$ cat src/rtl/if_id_skid.sv
// Fetch-to-decode skid buffer: aligns the synchronous IMEM read word with its PC and squashes wrong-path fetches.
// Latency: one cycle from the advancing edge that samples PC P to id_pc=P / id_inst=mem[P].
// Backpressure: enable=0 or imem_prog_we=1 stalls; the first stalled word is captured so decode sees a stable instruction.
module if_id_skid #(
  parameter int IMEM_ADDR_WIDTH = 9,
  parameter int CNT_WIDTH       = 16
) (
  input  logic                       clk,
  input  logic                       reset,
  input  logic                       enable,
  input  logic                       imem_prog_we,
  input  logic                       flush,
  input  logic [IMEM_ADDR_WIDTH-1:0] if_pc,
  input  logic [31:0]                if_inst,
  output logic [31:0]                id_inst,
  output logic [IMEM_ADDR_WIDTH-1:0] id_pc,
  output logic                       id_valid,
  output logic [CNT_WIDTH-1:0]       stall_cnt,
  output logic [CNT_WIDTH-1:0]       squash_cnt
);

  localparam logic [CNT_WIDTH-1:0] CNT_ONE = {{(CNT_WIDTH-1){1'b0}}, 1'b1};
  localparam logic [CNT_WIDTH-1:0] CNT_MAX = {CNT_WIDTH{1'b1}};

  logic [IMEM_ADDR_WIDTH-1:0] pc_d;
  logic                       fetch_valid;
  logic                       hold_valid;
  logic [31:0]                hold_inst;
  logic                       adv;

  // Advance exactly when the fetch stage updates its PC; everything else is a stall.
  assign adv = enable & ~imem_prog_we;

  // Track the PC/validity of the word on if_inst and capture it on the first stalled edge.
  always_ff @(posedge clk or posedge reset) begin
    if (reset) begin
      pc_d        <= '0;
      fetch_valid <= 1'b0;
      hold_valid  <= 1'b0;
      hold_inst   <= 32'h0;
    end else if (adv) begin
      // A redirect on an advancing edge makes the word now being read wrong-path.
      pc_d        <= if_pc;
      fetch_valid <= ~flush;
      hold_valid  <= 1'b0;
    end else if (fetch_valid && !hold_valid) begin
      // Memory output drifts under a held PC (and is garbage while programming), so latch it once.
      hold_inst   <= if_inst;
      hold_valid  <= 1'b1;
    end
  end

  // Saturating statistics: stall edges, and redirects that discarded a live instruction.
  always_ff @(posedge clk or posedge reset) begin
    if (reset) begin
      stall_cnt  <= '0;
      squash_cnt <= '0;
    end else if (adv) begin
      if (flush && id_valid && squash_cnt != CNT_MAX)
        squash_cnt <= squash_cnt + CNT_ONE;
    end else begin
      if (stall_cnt != CNT_MAX)
        stall_cnt <= stall_cnt + CNT_ONE;
    end
  end

  // Present the held word first, then the live memory word, else a NOP.
  always_comb begin
    id_inst  = 32'h0;
    id_pc    = pc_d;
    id_valid = hold_valid | fetch_valid;
    if (hold_valid)
      id_inst = hold_inst;
    else if (fetch_valid)
      id_inst = if_inst;
  end

endmodule

$ cat config.mk
export PLATFORM = sky130hd
export DESIGN_NAME = if_id_skid
export DESIGN_NICKNAME = d
export VERILOG_FILES = /design/src/rtl/if_id_skid.sv
export SDC_FILE = /design/constraint.sdc
export NUM_CORES = 1
export LEC_CHECK = 0
export ABC_AREA = 0
export CORE_MARGIN = 5
export CORE_UTILIZATION = 41
export CTS_BUF_LIST = sky130_fd_sc_hd__clkbuf_16
export DETAILED_ROUTE_END_ITERATION = 7
export HOLD_SLACK_MARGIN = 0.05
export PLACE_DENSITY_LB_ADDON = 0.3
export SLEW_MARGIN = 20
export SYNTH_ARGS = -nofsm -noshare
export SYNTH_HDL_FRONTEND = slang
export SYNTH_SLANG_ARGS = --single-unit
$ cat constraint.sdc
create_clock -name clk -period 2.5 [get_ports clk]
set_clock_uncertainty 0.2 [all_clocks]
set_input_delay 0.25 -clock clk [delete_from_list [all_inputs] [get_ports clk]]
set_output_delay 0.25 -clock clk [all_outputs]
set_load 0.1 [all_outputs]
==> out/qor.txt, run 1 <==
Status = completed
Clock latency on the worst-skew pair = 0.33 ns
Cell Rows = 34
Pleak = 2.47 nW
Reg clk slew, reported paths = 0.06 ns
Post-Syn Area = 3600 µm²
DP Area = 5180 µm²
Initial core utilization = 41.6%
Core outline area = 8640 µm²
Comb pwr share = 54.8%
Slew @ Worst Pin = 0.546 ns
Residual DRC count = 0
Endpoints failing setup = 0
Die Y = 104 µm
Drt via density = 5.29
Clock group share of total power = 18.0%
CTS tree = built
FMAX = 438 MHz
Max-cap violation count = 0
Largest net degree at the start of global routing = 42
Crit path time final = 2.28 ns
Most used DFF post-synth = dfrtp_1
Vias in the first global route = 2925
Grt ovf = 0
CP peak stage delay = 0.55 ns
CTS Buf Count = 9
Final hold vios = 0
CP max stage cell = dfrtp_1
Worst Setup End Kind = output pin
H-tree depth = 3
Number of synthesized flops with an enable pin = 0
Hold_sp = if_pc[2]
Clk root buf = clkbuf_16
Crit path buffers/inverters = 2
Sequential area share after synthesis = 52.2%
Critical Path RT = 2.05 ns
Switching part of the total = 49.0%
Total clock sinks = 75
Synth-to-layout area growth = 52.0%
WS Path Type = reg2out
CTS Buffer Depth = 2
Finished Layout Cells = 565
Worst reg2reg startpoint = fetch_valid$_DFFE_PP0P_
Vias = 2989
RSZ-0062 raised after global routing = false
Detailed Routing Iterations Pass 1 = 4
CP startpoint kind = register
Register bit total from synthesis = 75
Initial antenna violation count = 0
Layout fillers = 709
Nets = 500
Final slew viol count = 0
GPL Wtd Cong = 0.874
Seq pwr share = 27.2%
WL/cell = 15.9 µm
N_diodes = 0
Relative slew margins = 62.7%
CP Max Fanout = 23
Critical path's top delay family = flip-flops
Cell Chain, Critical Path = nor2b_1 > buf_4 > a22o_1 > buf_12
Unique masters post-synth = 34
VDD IR max = 759 µV
Drt total wl = 8960 µm
DP Cell Count = 548
Port Buffers = 119
Stages on worst setup path = 4
Switching pwr = 0.00317 W
CP arrival = 1.83 ns
Hold Path Class = in2reg
Fin crit share = 91.3%
Die Wd = 104 µm
Share of async-settable or async-resettable flops after synthesis = 100%
Global-route usage over all layers = 17.0%
Internal = 0.00330 W
Mapped Avg Cell Area = 10.9 µm²
PwrDens = 1180 nW/µm²
Critical path startpoint = fetch_valid$_DFFE_PP0P_
Post-DP HPWL = 6440 µm
First-pass GRT wire length = 15300 µm
Finished Cell Area = 5470 µm²
R2R depth = 5
Synth Instances = 330
Die ar. = 10700 µm²
Hold Path Stages = 3
First-iteration detailed-routing DRC count = 108
Net Count, Synth = 378
I/O pin cnt = 120
Layout cells sized above 1 = 33.9%
Antenna viol nets, final = 0
YS warnings = 0
[kinds of logic after synthesis]
family	share of synthesized area (%)
DFF	52.2
muxes	11.6
AOI/OAI and AO/OA	11.3
and+or+nand+nor	15.8
xor gates and xnor gates	5.85
adders and majority gates	0.696
buffers and inverters	2.57
[worst register-to-register path, cell delays in order, from the launching register on]
cell and delay (ns):
dfrtp_1 0.55, nor2_1 0.18, inv_1 0.15, nand3_1 0.28, a2111oi_0 0.53, xor2_1 0.12
[placed cells by master (no fill, tap or decap), types with 3 or more instances in the layout]
cell type	instances
clkbuf_16	9
nor2_1	8
nor4_1	6
a211oi_1	6
nand4_1	12
clkinv_2	3
buf_12	35
nand3_1	12
xnor2_1	9
a21oi_1	11
mux2_2	37
dfrtp_1	62
inv_1	4
nand2_1	55
clkinvlp_4	4
xor2_1	15
clkdlybuf4s50_1	45
a22o_1	23
o21ai_0	9
dfrtp_2	13
and3_1	5
buf_4	48
[path summary, 6_finish.rpt]
path	slack (ns)	end
setup / recovery	0.22	id_inst[16]
hold / removal	0.25	id_pc[2]$_DFFE_PP0P_
setup reg to reg	0.35	squash_cnt[5]$_DFFE_PP0P_
hold reg to reg	0.28	id_pc[3]$_DFFE_PP0P_
max in group asynchronous	0.90	stall_cnt[7]$_DFFE_PP0P_
min in group asynchronous	0.55	hold_inst[1]$_DFFE_PP0P_
[power groups by stage]
stage | clock network, W | logic, W | registers, W
after floorplan | 0 | 0.00170 | 0.00252
after global placement | 0 | 0.00353 | 0.00176
after detailed placement | 0 | 0.00357 | 0.00178
after CTS | 0.00119 | 0.00357 | 0.00176
after global routing | 0.00125 | 0.00368 | 0.00180
final | 0.00116 | 0.00355 | 0.00176
[flip-flops by register name, summed over array words and instances, names as in the netlist]
| signal | cells |
|---|---|
| id_pc | 9 |
| stall_cnt | 16 |
| hold_inst | 32 |
| fetch_valid | 1 |
| hold_valid | 1 |
| squash_cnt | 16 |
[cell type report]
cell class | instances | area [µm²] | area share, %
well taps | 108 | 135 | 2.47
multi-input cells | 232 | 1630 | 29.8
clock inverters | 7 | 45.0 | 0.824
repair buffers | 129 | 1520 | 27.8
inverters | 5 | 18.8 | 0.343
flip-flops and latches | 75 | 1890 | 34.6
clock buffers | 9 | 225 | 4.12
[cells in the mapped netlist (5+ instances only)]
cell type,number,area share [%]
a211oi_1,6,1.3
a21oi_1,11,1.5
a22o_1,23,5.6
and3_1,5,0.87
buf_2,5,0.70
clkbuf_1,11,1.1
dfrtp_1,75,52
inv_1,5,0.52
mux2_2,37,12
nand2_1,55,5.7
nand3_1,12,1.7
nand4_1,12,2.1
nor2_1,8,0.84
nor4_1,6,1.0
o21ai_0,10,1.4
xnor2_1,9,2.2
xor2_1,15,3.7
[layer usage]
metal  share of wire (%)  up-vias  track usage (%)  routed length [µm]
met5                   0        -                0                   0
met4                0.90        0             5.00                  81
met3                 5.1       10             4.29                 456
met2                  47       88             25.1                4180
met1                  47     1456             24.6                4240
li1                    -     1435                -                   -
[timing repair]
action                    CTS  global route
hold endpoints to repair   12             0
setup buffers               0             0
hold buffers                1             0
resized for setup           0             0
[through the flow]
step                hold slack (ns)  worst slack [ns]  utilization (%)  total power [W]  setup TNS, ns
finish                        0.248             0.216             63.3          0.00647              0
global route                  0.265            0.0643             63.3          0.00673              0
CTS                           0.238             0.188             63.3          0.00652              0
detailed placement            0.263             0.317             60.0          0.00534              0
global placement              0.259             0.355             60.0          0.00529              0
floorplan                     0.155            -0.733                -          0.00422          -6.20
Power figures use the tool's default switching activity.
==> run 2: changes to the inputs <==
--- a/config.mk
+++ b/config.mk
@@ -12,6 +12,7 @@
 export DETAILED_ROUTE_END_ITERATION = 7
 export HOLD_SLACK_MARGIN = 0.05
 export PLACE_DENSITY_LB_ADDON = 0.3
+export RECOVER_POWER = 25
 export SLEW_MARGIN = 20
 export SYNTH_ARGS = -nofsm -noshare
 export SYNTH_HDL_FRONTEND = slang
==> run 2 against run 1 <==
  * Total power fell by 0.98%
  * Clock power barely moved
  * Combinational power fell by 2%
  * Setup slack got worse by 0.0040 ns
  * Fmax fell by 0.18%
  * Die area did not move
  * Final area fell by 2.1%
  * Sequential share of layout area rose by 0.74 points
  * Sequential cell count did not move
  * Utilization fell by 1.3 points
  * Wire length fell by 0.36%
  * First-iteration DRC count fell by 16%
  * Highest routed layer unchanged
==> out/qor.txt, run 2 (synthesized netlist as in run 1, its figures left out) <==
Status = completed
Endpoints failing setup = 0
Pre-CTS setup slack = 0.317 ns
Drt total wl = 8930 µm
Critical path's top delay family = flip-flops
Met3 WL = 461 µm
Post-DP HPWL = 6440 µm
CTS Buf Count = 9
FMAX = 437 MHz
CTS tree = built
WL/cell = 15.8 µm
Nets = 500
CTS Buffer Depth = 2
Residual DRC count = 0
Critical Path RT = 2.05 ns
Global-route usage over all layers = 17.0%
RSZ-0062 raised after global routing = false
I/O pin cnt = 120
CP max stage cell = dfrtp_1
Most common cell after layout, fill and taps aside = dfrtp_1
Hold WS = 0.248 ns
Clock latency on the worst-skew pair = 0.33 ns
H-tree depth = 3
Power, Total = 0.00641 W
Highest Signal Layer = met4
CP arrival = 1.84 ns
Die Wd = 104 µm
Final slew viol count = 0
Comb pwr share = 54.4%
Final hold vios = 0
Cell Chain, Critical Path = nor2b_1 > buf_4 > a22o_1 > buf_12
Drt via density = 5.31
Detailed Routing Iterations Pass 1 = 4
Initial antenna violation count = 0
Vias = 2999
N_diodes = 0
PwrDens = 1200 nW/µm²
Met2 wire length = 4150 µm
Synth-to-layout area growth = 48.8%
Vias in the first global route = 2925
Largest register FFs = 32
Crit path time final = 2.29 ns
Cell Rows = 34
Slew @ Worst Pin = 1.21 ns
Worst Setup End Kind = output pin
Core outline area = 8640 µm²
Grt ovf = 0
Relative slew margins = 19.5%
Switching pwr = 0.00317 W
Largest registers = hold_inst x32, squash_cnt x16, stall_cnt x16
Die Y = 104 µm
Antenna viol nets, final = 0
Largest net degree at the start of global routing = 42
Hold Path Class = in2reg
WL met1 = 4230 µm
Max-cap violation count = 0
Clock group share of total power = 18.1%
Reg with most FFs = hold_inst
Layout cells sized above 1 = 27.8%
Post-route setup slack = 0.212 ns
Fin crit share = 91.5%
Layout fillers = 740
WS Path Type = reg2out
Seq pwr share = 27.4%
Die ar. = 10700 µm²
Reg clk slew, reported paths = 0.06 ns
CP startpoint kind = register
Post_cts resized = 0
Crit path buffers/inverters = 2
Pleak = 2.37 nW
GPL Wtd Cong = 0.874
Most frequent cells in the layout = dfrtp_1 (62), nand2_1 (55), clkdlybuf4s50_1 (43), mux2_2 (37), buf_12 (34)
Port Buffers = 119
Internal = 0.00324 W
CP Max Fanout = 23
Clk root buf = clkbuf_16
CP peak stage delay = 0.56 ns
First-pass GRT wire length = 15300 µm
First-iteration detailed-routing DRC count = 91
Total clock sinks = 75
Switching part of the total = 49.5%
Post-CTS Setup Repair Bufs = 0
VDD IR max = 723 µV
Initial core utilization = 41.6%
[run 2: through the flow]
stage / instance area, µm² / instances / TNS, ns / util, %
final: 5350 / 565 / 0 / 62.0
after global routing: 5350 / 565 / 0 / 62.0
after CTS: 5470 / 565 / 0 / 63.3
after detailed placement: 5180 / 548 / 0 / 60.0
after global placement: 5180 / 548 / 0 / 60.0
after floorplan: 3610 / 330 / -6.20 / -
[run 2: final cells by class]
type                            count  area (µm²)  share of cell area [%]
Inverter                            5        18.8                   0.351
Tap cell                          108         135                    2.53
Sequential cell                    75        1890                    35.4
Clock buffer                        9         225                    4.21
Clock inverter                      7        45.0                   0.842
Multi-Input combinational cell    232        1630                    30.4
Timing Repair Buffer              129        1410                    26.3
[run 2: tightest hold or removal path: cells and delay by family]
kind          cells  cell delay, ns
buf+inv           1            0.39
simple gates      2            0.09
[run 2: final timing paths]
kind,startpoint,end,slack [ns],cells past startpoint
worst max register to register,fetch_valid$_DFFE_PP0P_,squash_cnt[5]$_DFFE_PP0P_,0.34,5
worst min-delay path,if_pc[2],id_pc[2]$_DFFE_PP0P_,0.25,3
worst min register to register,id_pc[3]$_DFFE_PP0P_,id_pc[3]$_DFFE_PP0P_,0.27,2
min in group asynchronous,reset,hold_inst[1]$_DFFE_PP0P_,0.73,3
worst max-delay path,fetch_valid$_DFFE_PP0P_,id_inst[16],0.21,4
max in group asynchronous,reset,squash_cnt[0]$_DFFE_PP0P_,0.38,4
[run 2: timing repair]
action / in CTS / in global routing
endpoints found under the hold margin: 12 / 0
hold buffers: 1 / 0
setup endpoints to repair: 0 / 0
[run 2: power groups by stage]
stage / Clock, W / Sequential, W / Combinational [W]
final: 0.00116 / 0.00176 / 0.00349
after global routing: 0.00125 / 0.00180 / 0.00361
after CTS: 0.00119 / 0.00176 / 0.00357
after detailed placement: 0 / 0.00178 / 0.00357
after global placement: 0 / 0.00176 / 0.00353
after floorplan: 0 / 0.00252 / 0.00170
[run 2: per-layer routing]
metal,up-vias,track usage (%)
met5,-,0
met4,0,5.00
met3,10,4.29
met2,89,25.1
met1,1462,24.6
li1,1438,-
==> run 3: changes to the inputs <==
--- a/config.mk
+++ b/config.mk
@@ -6,6 +6,7 @@
 export NUM_CORES = 1
 export LEC_CHECK = 0
 export ABC_AREA = 0
+export CAP_MARGIN = 20
 export CORE_MARGIN = 5
 export CORE_UTILIZATION = 41
 export CTS_BUF_LIST = sky130_fd_sc_hd__clkbuf_16
==> results of run 3 <==
Final layout, timing and power as in run 2 (identical DEF).
